===== config.mk =====
export PLATFORM = sky130hd
export DESIGN_NAME = four_bit_sort_ctrl
export DESIGN_NICKNAME = d
export VERILOG_FILES = /design/src/rtl/sort_pkg.sv /design/src/rtl/four_bit_sort_ctrl_cmp.sv /design/src/rtl/four_bit_sort_ctrl.sv
export SDC_FILE = /design/constraint.sdc
export NUM_CORES = 1
export LEC_CHECK = 0
export ABC_CLOCK_PERIOD_IN_PS = 9000
export BUFFER_PORTS_ARGS = -buffer_cell sky130_fd_sc_hd__buf_4
export CAP_MARGIN = 30
export CORE_ASPECT_RATIO = 0.6
export CORE_MARGIN = 2
export CORE_UTILIZATION = 45
export DETAILED_ROUTE_END_ITERATION = 7
export PLACE_DENSITY = 0.63
export SLEW_MARGIN = 30
export SYNTH_ARGS = -nofsm -noshare
export SYNTH_HDL_FRONTEND = slang
export SYNTH_SLANG_ARGS = --single-unit

===== constraint.sdc =====
create_clock -name clk -period 9 [get_ports clk]
set_input_delay 0 -clock clk [delete_from_list [all_inputs] [get_ports clk]]
set_output_delay 0 -clock clk [all_outputs]
set_load 0.05 [all_outputs]

===== src/rtl/sort_pkg.sv =====
// Shared definitions for the four_bit_sort_ctrl slice: data width, default
// frame depth and the controller state type.
package sort_pkg;

  localparam int DW            = 4;
  localparam int DEPTH_DEFAULT = 4;

  typedef enum logic [1:0] {
    LOAD  = 2'd0,
    SORT  = 2'd1,
    DRAIN = 2'd2
  } state_e;

endpackage


===== src/rtl/four_bit_sort_ctrl_cmp.sv =====
// Combinational 4-bit unsigned magnitude comparator.
// Exactly one of eq, gr and lt is high for any pair of inputs.
module four_bit_sort_ctrl_cmp
  import sort_pkg::*;
(
  input  logic [DW-1:0] a,
  input  logic [DW-1:0] b,
  output logic          eq,
  output logic          gr,
  output logic          lt
);

  assign eq = (a == b);
  assign gr = (a >  b);
  assign lt = (a <  b);

endmodule


===== src/rtl/four_bit_sort_ctrl.sv =====
// Frame sorter: loads DEPTH values, bubble-sorts them in place with one shared
// comparator (one adjacent compare per cycle), then streams them out ascending.
module four_bit_sort_ctrl
  import sort_pkg::*;
#(
  parameter int DEPTH = DEPTH_DEFAULT,
  parameter int CW    = $clog2(DEPTH*(DEPTH-1)/2+1)
) (
  input  logic          clk,
  input  logic          rst,
  input  logic          in_valid,
  output logic          in_ready,
  input  logic [DW-1:0] in_data,
  output logic          out_valid,
  input  logic          out_ready,
  output logic [DW-1:0] out_data,
  output logic          busy,
  output logic [CW-1:0] swap_cnt
);

  localparam int              IW        = $clog2(DEPTH);
  localparam logic [IW-1:0]   LAST_IDX  = IW'(DEPTH-1);
  localparam logic [IW-1:0]   LAST_PASS = IW'(DEPTH-2);

  state_e        state;
  logic [DW-1:0] mem [DEPTH];
  logic [IW-1:0] idx;
  logic [IW-1:0] idx_b;
  logic [IW-1:0] pass;
  logic          swapped;
  logic          pass_end;
  logic          gr;
  logic          unused_eq;
  logic          unused_lt;

  // The second operand is clamped so that idx=DEPTH-1 (LOAD/DRAIN) never
  // addresses past the array; SORT never reaches that index.
  assign idx_b    = (idx == LAST_IDX) ? idx : idx + IW'(1);
  assign pass_end = (idx == LAST_PASS - pass);

  four_bit_sort_ctrl_cmp u_cmp (
    .a  (mem[idx]),
    .b  (mem[idx_b]),
    .eq (unused_eq),
    .gr (gr),
    .lt (unused_lt)
  );

  assign in_ready  = (state == LOAD);
  assign busy      = (state == SORT);
  assign out_valid = (state == DRAIN);
  assign out_data  = mem[idx];

  always_ff @(posedge clk or posedge rst) begin
    if (rst) begin
      state    <= LOAD;
      idx      <= '0;
      pass     <= '0;
      swapped  <= 1'b0;
      swap_cnt <= '0;
      // NOTE: the array is only DEPTH flops, so it is cleared on reset; that
      // keeps out_data at 0 after reset. A RAM macro would not be reset.
      for (int i = 0; i < DEPTH; i++) mem[i] <= '0;
    end else begin
      case (state)
        LOAD: begin
          if (in_valid) begin
            mem[idx] <= in_data;
            if (idx == LAST_IDX) begin
              state    <= SORT;
              idx      <= '0;
              pass     <= '0;
              swapped  <= 1'b0;
              swap_cnt <= '0;
            end else begin
              idx <= idx + IW'(1);
            end
          end
        end

        SORT: begin
          if (gr) begin
            // NOTE: non-blocking assignments both sample the old values, so
            // the two entries exchange without a temporary.
            mem[idx]   <= mem[idx_b];
            mem[idx_b] <= mem[idx];
            swap_cnt   <= swap_cnt + CW'(1);
          end
          if (pass_end) begin
            idx <= '0;
            if ((!swapped && !gr) || (pass == LAST_PASS)) begin
              state <= DRAIN;
            end else begin
              pass    <= pass + IW'(1);
              swapped <= 1'b0;
            end
          end else begin
            idx     <= idx + IW'(1);
            swapped <= swapped | gr;
          end
        end

        DRAIN: begin
          if (out_ready) begin
            if (idx == LAST_IDX) begin
              state <= LOAD;
              idx   <= '0;
            end else begin
              idx <= idx + IW'(1);
            end
          end
        end

        default: state <= LOAD;
      endcase
    end
  end

endmodule


==> Yosys cells after proc, flatten, opt, wreduce, memory -nomap -nowiden <==
Index checks and enable logic that the tools add are counted.
{ "totals": {"register_bits": 26, "output_inout_bits": 10, "wordCells": 92} }
{ "op_classes": {"order_cmp": 5, "bitwise": 3, "n_eq_ne": 14, "n_mux": 42, "n_reduce_logical": 15, "addsub": 4} }
{ "op_table": {"columns": ["operator", "n"], "rows": [
  ["bitwise mux 16 bit", 3],
  ["two-way mux 16 bit", 2],
  ["case mux 16 bit (2 select lines)", 1],
  ["two-way mux 2 bit", 14],
  ["two-way mux 4 bit", 6],
  ["binary-select mux 4 bit (select 2 bit)", 2],
  ["demux 4 bit (select 2 bit)", 2],
  ["!= test 2 x 1 -> 1 bit, second input constant", 6],
  ["case mux 2 bit (3 select lines)", 2],
  ["two-way mux 3 bit", 3],
  ["AND reduction 4 bit", 2],
  ["== test 2 bit, second input constant", 3],
  ["greater-or-equal comparator 3 bit, second input constant", 2],
  ["< comparator 3 x 1 -> 1 bit, second input constant", 2],
  ["inverter 2 -> 3 bit", 2],
  ["case mux 3 bit (2 select lines)", 1],
  ["AND reduction 3 bit", 2],
  ["AND reduction 6 bit", 1],
  ["AND reduction 5 bit", 1],
  ["adder 2 x 1 -> 2 bit, second input constant", 2],
  ["greater-than comparator 4 bit", 1],
  ["two-way mux 1 bit", 4],
  ["!= test 2 bit, second input constant", 2],
  ["case mux 2 bit (2 select lines)", 1],
  ["other kinds (13)", 16]
]} }

==> Longest topological paths before layout <==
Gate-level depths: netlist of the first run.
{ "depth": {"depth_word": 13, "ltp_mapped": 15, "ltp_nobuf": 11} }

==> By module <==
Synthesis of the first run repeated with hierarchy kept, for this count alone.
{ "hier_totals": {"hier_cells": 218, "area_unflattened_um2": 2048.2} }
{ "modules_own_cells": {"columns": ["module", "n_inst", "area_per_inst_um2", "seq_area_each_um2", "cells_each"], "rows": [
  ["four_bit_sort_ctrl", 1, 1919.3, 650.6, 202],
  ["four_bit_sort_ctrl_cmp", 1, 128.9, 0.0, 16]
]} }

==> Worst setup path after synthesis of the first run <==
OpenSTA, ideal clock, no wires.
{ "synth_path": {"kind": "register -> register", "start": "reg idx[1]", "end": "reg mem[5] (netlist bit)", "synth_period_minus_slack_ns": 3.325, "path_slack_ns": 5.675, "setup_time_ns": 0.125, "arrival_ns": 3.200, "stages_incl_launch_ff": 14, "required_ns": 8.875, "n_path_buf": 3, "cell_sequence": "dfrtp_1 buf_2 inv_1 ha_1 clkbuf_1 buf_2 mux2_2 o21ai_0 ha_1 and4_4 a21o_1 a311o_4 nor2_4 mux2_2"} }
{ "synth_between": {"elab_chain_len": 10, "elab_cells_between_ends": 30, "cone_classes": "add/sub: 1; order compare: 5; eq/ne: 2; mux: 17; bitwise: 2; reduce/logical: 3"} }
{ "synth_lines": {"columns": ["element", "line", "source"], "rows": [
  ["from (decl)", "four_bit_sort_ctrl.sv:27", "logic [IW-1:0] idx;"],
  ["from (signal assigned)", "four_bit_sort_ctrl.sv:76", "idx <= idx + IW'(1);"],
  ["from (signal assigned)", "four_bit_sort_ctrl.sv:98", "idx <= idx + IW'(1);"],
  ["from (signal assigned)", "four_bit_sort_ctrl.sv:109", "idx <= idx + IW'(1);"],
  ["branches (longest 10 deep; another with greater-than comparator 4 bit)", null, null],
  ["to (signal, indexed assignment)", "four_bit_sort_ctrl.sv:68", "mem[idx] <= in_data;"],
  ["to (signal, indexed assignment)", "four_bit_sort_ctrl.sv:85", "mem[idx] <= mem[idx_b];"],
  ["to (signal, indexed assignment)", "four_bit_sort_ctrl.sv:86", "mem[idx_b] <= mem[idx];"],
  ["to (decl)", "four_bit_sort_ctrl.sv:26", "logic [DW-1:0] mem [DEPTH];"]
]} }
Parallel ways; which one is timed is not known. The select of a mux whose other input is x is not followed.
A chain may end at the register's enable or synchronous reset.

==> Worst setup path in the final report of the first run <==
{ "layout_path": {"start": "reg idx[0]", "end": "reg mem[0] (netlist bit)"} }
The elaborated chain is that of the path after synthesis.

==> results of run 1 <==
==> per-layer routing <==
metal	routed length (um)	share of wire (%)	global-route usage, %
met5	0	0	0
met4	13	0.25	2.42
met3	591	11	7.59
met2	2010	38	27.1
met1	2640	50	36.0
==> registers in the layout, summed over array words and instances, names as in the netlist <==
| register | cells |
|---|---|
| idx | 2 |
| mem | 16 |
| pass | 2 |
| state | 2 |
| swap_cnt | 3 |
| swapped | 1 |
==> final cells by class <==
type	count	area, um2
fill	396	2000
multi-input combinational	163	1240
sequential	26	651
timing repair buffer	19	145
tap	60	75.1
clock buffer	4	55.1
inverter	11	41.3
==> cell usage after synthesis (all sizes together) (5+ instances only) <==
master | count | area share [%]
nor2 | 17 | 3.9
nand2 | 15 | 2.8
buf | 10 | 3.2
o21ai | 12 | 3.0
nand2b | 5 | 1.5
o2bb2ai | 8 | 3.5
ha | 11 | 6.8
a21oi | 21 | 5.8
dfrtp | 26 | 32
clkbuf | 6 | 1.2
a22o | 6 | 2.6
mux2 | 11 | 6.1
inv | 10 | 1.9
mux2i | 6 | 3.0
==> worst max-delay path, stage by stage, from the launching register on <==
cell,delay [ns]
dfrtp_1,0.56
inv_1,0.19
ha_1,0.79
mux2_2,0.42
o21ai_0,0.17
ha_1,0.28
and4_4,0.21
a21o_1,0.18
a311o_4,0.48
o21bai_1,0.30
o2bb2ai_1,0.22
==> per-stage QoR <==
stage | cells | setup slack, ns | hold slack [ns] | cell area (um2)
2_1_floorplan | 216 | 5.68 | 0.0400 | 2020
3_3_place_gp | 278 | 5.14 | 0.310 | 2140
3_5_place_dp | 278 | 5.09 | 0.0946 | 2140
4_1_cts | 283 | 5.08 | 0.0229 | 2210
5_1_grt | 283 | 4.81 | 0.0227 | 2210
6_report | 283 | 5.06 | 0.0338 | 2210
==> path summary, 6_finish.rpt <==
kind	cells past startpoint	to	slack, ns	start
setup / recovery	10	mem[0]	5.06	idx[0]
hold / removal	3	state[1]	0.03	out_ready
setup reg to reg	10	mem[0]	5.06	idx[0]
hold reg to reg	1	swap_cnt[0]	0.52	swap_cnt[0]
max in group asynchronous	3	mem[11]	8.28	rst
min in group asynchronous	3	mem[1]	0.32	rst
==> logic make-up (layout without fill, tap and decap cells) <==
family | after synthesis | in the layout
AO/OA/AOI/OAI | 73 | 73
AND/OR/NAND/NOR | 56 | 56
buffers and inverters | 27 | 34
flip-flops | 26 | 26
multiplexers | 21 | 21
adder cells (fa/ha/maj) | 11 | 11
XOR/XNOR | 2 | 2
==> results.sh, run 1 <==
export IMPL_status="finished clean"
export IMPL_cts_buffers_inserted=3
export IMPL_min_path_type="input pin to register"
export IMPL_grt_ovfl_total=0
export IMPL_seq_area_frac_synth_pct=32.2
export IMPL_avgSynthCellArea_um2=9.35
export IMPL_vias_per_cell=6.18
export IMPL_cp_start_kind="register"
export IMPL_first_pass_iters=4
export IMPL_synthMuxAreaShare_pct=13.6
export IMPL_grt_pass1_vias=1640
export IMPL_drt_iter0_markers=145
export IMPL_cts_htree_levels=1
export IMPL_drive_gt1_share_pct=21.1
export IMPL_die_h_um=55.9
export IMPL_finalSetupViolations=0
export IMPL_max_freq_mhz=254
export IMPL_yosysWarnings=0
export IMPL_layout_common_cells="dfrtp_1 (26), a21oi_1 (18), buf_4 (18), nor2_1 (15), nand2_1 (15)"
export IMPL_cts_tree="yes"
export IMPL_io_buffers=17
export IMPL_wl_per_cell_um=18.6
export IMPL_worstMarginPinSlew_ns=0.926
export IMPL_final_util_pct=52.4
export IMPL_synthAdderAreaFrac_pct=6.82
export IMPL_ios=18
export IMPL_die_w_um=90.5
export IMPL_netlist_instances=216
export IMPL_rsz0062_at_grt="no"
export IMPL_syn_to_final_growth_pct=9.36
export IMPL_nNetsFinal=243
export IMPL_slew_viol_final=0
export IMPL_wl_um=5260
export IMPL_async_flop_share_pct=100
export IMPL_start_util_pct=48.0
export IMPL_synthesis_area_mm2=0.00202
export IMPL_synth_simple_area_share_pct=14.6
export IMPL_clock_sinks=26
export IMPL_grt_pass1_wl_um=8870
export IMPL_clk_path_buf_depth=2
export IMPL_synth_edf_count=0
export IMPL_critPathMaxFanout=23
export IMPL_cap_violations=0
export IMPL_ys_types=48
export IMPL_hold_buffers=1
export IMPL_drc=0
export IMPL_synth_compound_gate_area_share_pct=25.5
export IMPL_core_mm2=0.00421
export IMPL_critical_path_class="register to register"
export IMPL_slew_headroom_pct=38.3
export IMPL_arrival_ns=4.09
export IMPL_fin_crit_ns=3.94
export IMPL_finalCritPeriodShare_pct=43.8
export IMPL_synth_nets=235
export IMPL_dieArea_mm2=0.00506
export IMPL_synth_ff_type="dfrtp_1"
export IMPL_cp_end_kind="register"
export IMPL_ant_nets=0
export IMPL_root_buffer="clkbuf_8"
export IMPL_via_count=1749
export IMPL_dpl_hpwl_um=3760
export IMPL_hold_viol_final=0
export IMPL_clock_skew_ns=0.0170
export IMPL_diodes=0
export IMPL_path_clk_slew_ns=0.09
export IMPL_grt_use_total_pct=21.9
export IMPL_clock_latency_ns=0.28
export IMPL_required_ns=9.15
export IMPL_std_cell_rows=18
export IMPL_antenna_found_initial=0
export IMPL_synth_seq_cells=26
export IMPL_fin_tns_setup_ns=0
export IMPL_post_cts_resized=0
export IMPL_postCtsSetupBuffers=0
export IMPL_grt_max_degree=28
export IMPL_routabilityCongestion=0.911
export IMPL_final_common_cell="dfrtp_1"
export IMPL_synth_top_family_by_area="compound AO/OA/AOI/OAI gates"
export IMPL_synth_xor_area_share_pct=0.867
Power of run 1 is not shown: default switching activity piles up to over one toggle a cycle in this logic, so the estimate is an artifact.
==> run 2, diff against run 1 <==
- ABC_CLOCK_PERIOD_IN_PS: 9000 -> 3500
- PLACE_DENSITY: 0.63 -> 0.65
- clock period: 9 -> 3.5 ns (I/O delays scaled with it)
==> results.sh, run 2 (same netlist as run 1, synthesis figures left out) <==
export IMPL_first_pass_iters=4
export IMPL_critPathCapture="mem[7]"
export IMPL_dpl_hpwl_um=3630
export IMPL_slew_headroom_pct=55.7
export IMPL_clk_path_buf_depth=2
export IMPL_start_util_pct=48.0
export IMPL_cts_htree_levels=1
export IMPL_drive_gt1_share_pct=23.1
export IMPL_reg2reg_from="idx[0]"
export IMPL_grt_pass1_vias=1562
export IMPL_finalCritPeriodShare_pct=93.7
export IMPL_core_mm2=0.00421
export IMPL_diodes=0
export IMPL_grt_max_degree=27
export IMPL_wl_um=4950
export IMPL_clock_skew_ns=0.0130
export IMPL_nNetsFinal=249
export IMPL_routabilityCongestion=0.854
export IMPL_arrival_ns=3.45
export IMPL_rsz0062_at_grt="no"
export IMPL_die_w_um=90.5
export IMPL_ios=18
export IMPL_reg_top3="mem (16), swap_cnt (3)"
export IMPL_grt_pass1_wl_um=8420
export IMPL_drt_iter0_markers=140
export IMPL_grt_ovfl_total=0
export IMPL_clock_latency_ns=0.29
export IMPL_critPathMaxFanout=23
export IMPL_layout_common_cells="dfrtp_1 (25), buf_4 (23), a21oi_1 (18), nor2_1 (15), nand2_1 (15)"
export IMPL_final_common_cell="dfrtp_1"
export IMPL_antenna_found_initial=0
export IMPL_postCtsSetupBuffers=0
export IMPL_multi_input_area_mm2=0.00124
export IMPL_holdPathStages=3
export IMPL_cpLargestDelayFamily="compound AO/OA/AOI/OAI gates"
export IMPL_critical_path_class="register to register"
export IMPL_setup_ws_ns=0.221
export IMPL_grt_use_total_pct=20.9
export IMPL_finalSetupViolations=0
export IMPL_min_path_type="input pin to register"
export IMPL_dpl_cell_area_mm2=0.00220
export IMPL_max_freq_mhz=305
export IMPL_timing_critical_path_from="idx[0]"
export IMPL_nFillCells=388
export IMPL_cts_tree="yes"
export IMPL_std_cell_rows=18
export IMPL_fin_tns_setup_ns=0
export IMPL_wl_per_cell_um=17.1
export IMPL_path_clk_slew_ns=0.09
export IMPL_seq_area_um2=652
export IMPL_final_cell_area_mm2=0.00226
export IMPL_vias_per_cell=5.79
export IMPL_cp_num_buf_inv=2
export IMPL_slowest_stage="a311o_4"
export IMPL_cap_violations=0
export IMPL_timing_rr_end="mem[7]"
export IMPL_crit_chain="inv_1 -> ha_1 -> buf_12 -> mux2_2 -> o21ai_0 -> ha_1 -> and4_4 -> a21o_1 -> a311o_4 -> nor2_4 -> mux2_2"
export IMPL_largest_reg_flops=16
export IMPL_ant_nets=0
export IMPL_via_count=1673
export IMPL_fin_crit_ns=3.28
export IMPL_worstMarginPinSlew_ns=0.665
export IMPL_die_h_um=55.9
export IMPL_syn_to_final_growth_pct=12.1
export IMPL_path_depth=11
export IMPL_cp_end_kind="register"
export IMPL_top_register="mem"
export IMPL_slowest_delay_ns=0.47
export IMPL_r2r_slack_ns=0.22
export IMPL_cts_buffers_inserted=3
export IMPL_status="finished clean"
export IMPL_rr_worst_depth=11
export IMPL_slew_viol_final=0
export IMPL_dp_slack_ns=0.214
export IMPL_required_ns=3.67
export IMPL_root_buffer="clkbuf_8"
export IMPL_drc=0
export IMPL_clock_sinks=26
export IMPL_io_buffers=17
export IMPL_hold_viol_final=0
export IMPL_dieArea_mm2=0.00506
export IMPL_holdWs_ns=0.0240
export IMPL_cp_start_kind="register"
run 2: what timing repair did:
action	in CTS	in global routing
setup endpoints to repair	0	3
resized for setup	0	1
endpoints found under the hold margin	26	0
hold buffers	1	0
run 2: per-layer routing:
layer	wire length, um	global-route usage, %	part of all wire [%]	vias up
met5	0	0	0	-
met4	34	3.96	0.69	0
met3	326	5.01	6.6	5
met2	1920	25.4	39	52
met1	2670	35.5	54	787
li1	-	-	-	829
run 2: area by class of cell:
class	count	area share [%]
Inverter	11	1.82
Sequential cell	26	28.8
Clock buffer	4	2.43
Multi-Input combinational cell	163	54.7
Timing Repair Buffer	25	8.95
Tap cell	60	3.31
run 2: per-stage QoR:
step,cells,util [%]
3_3_place_gp,284,52.2
6_report,289,53.8
2_1_floorplan,216,-
4_1_cts,289,53.7
3_5_place_dp,284,52.2
5_1_grt,289,53.8
run 2: worst min-delay path by stage:
stage	startpoint	to	slack, ns
3_5_place_dp	rst	mem[14]	0.1
2_1_floorplan	rst	idx[0]	0.04
6_report	out_ready	state[1]	0.02
3_3_place_gp	rst	mem[2]	0.29
4_1_cts	out_ready	state[1]	0.02
5_1_grt	out_ready	state[1]	0.02
run 2: worst min-delay path, delay by kind of cell:
| family | cells | cell delay, ns |
|---|---|---|
| AOI/OAI and AO/OA | 1 | 0.11 |
| and+or+nand+nor | 1 | 0.05 |
| buffers and inverters | 1 | 0.11 |
Power of run 2 is left out for the same reason.
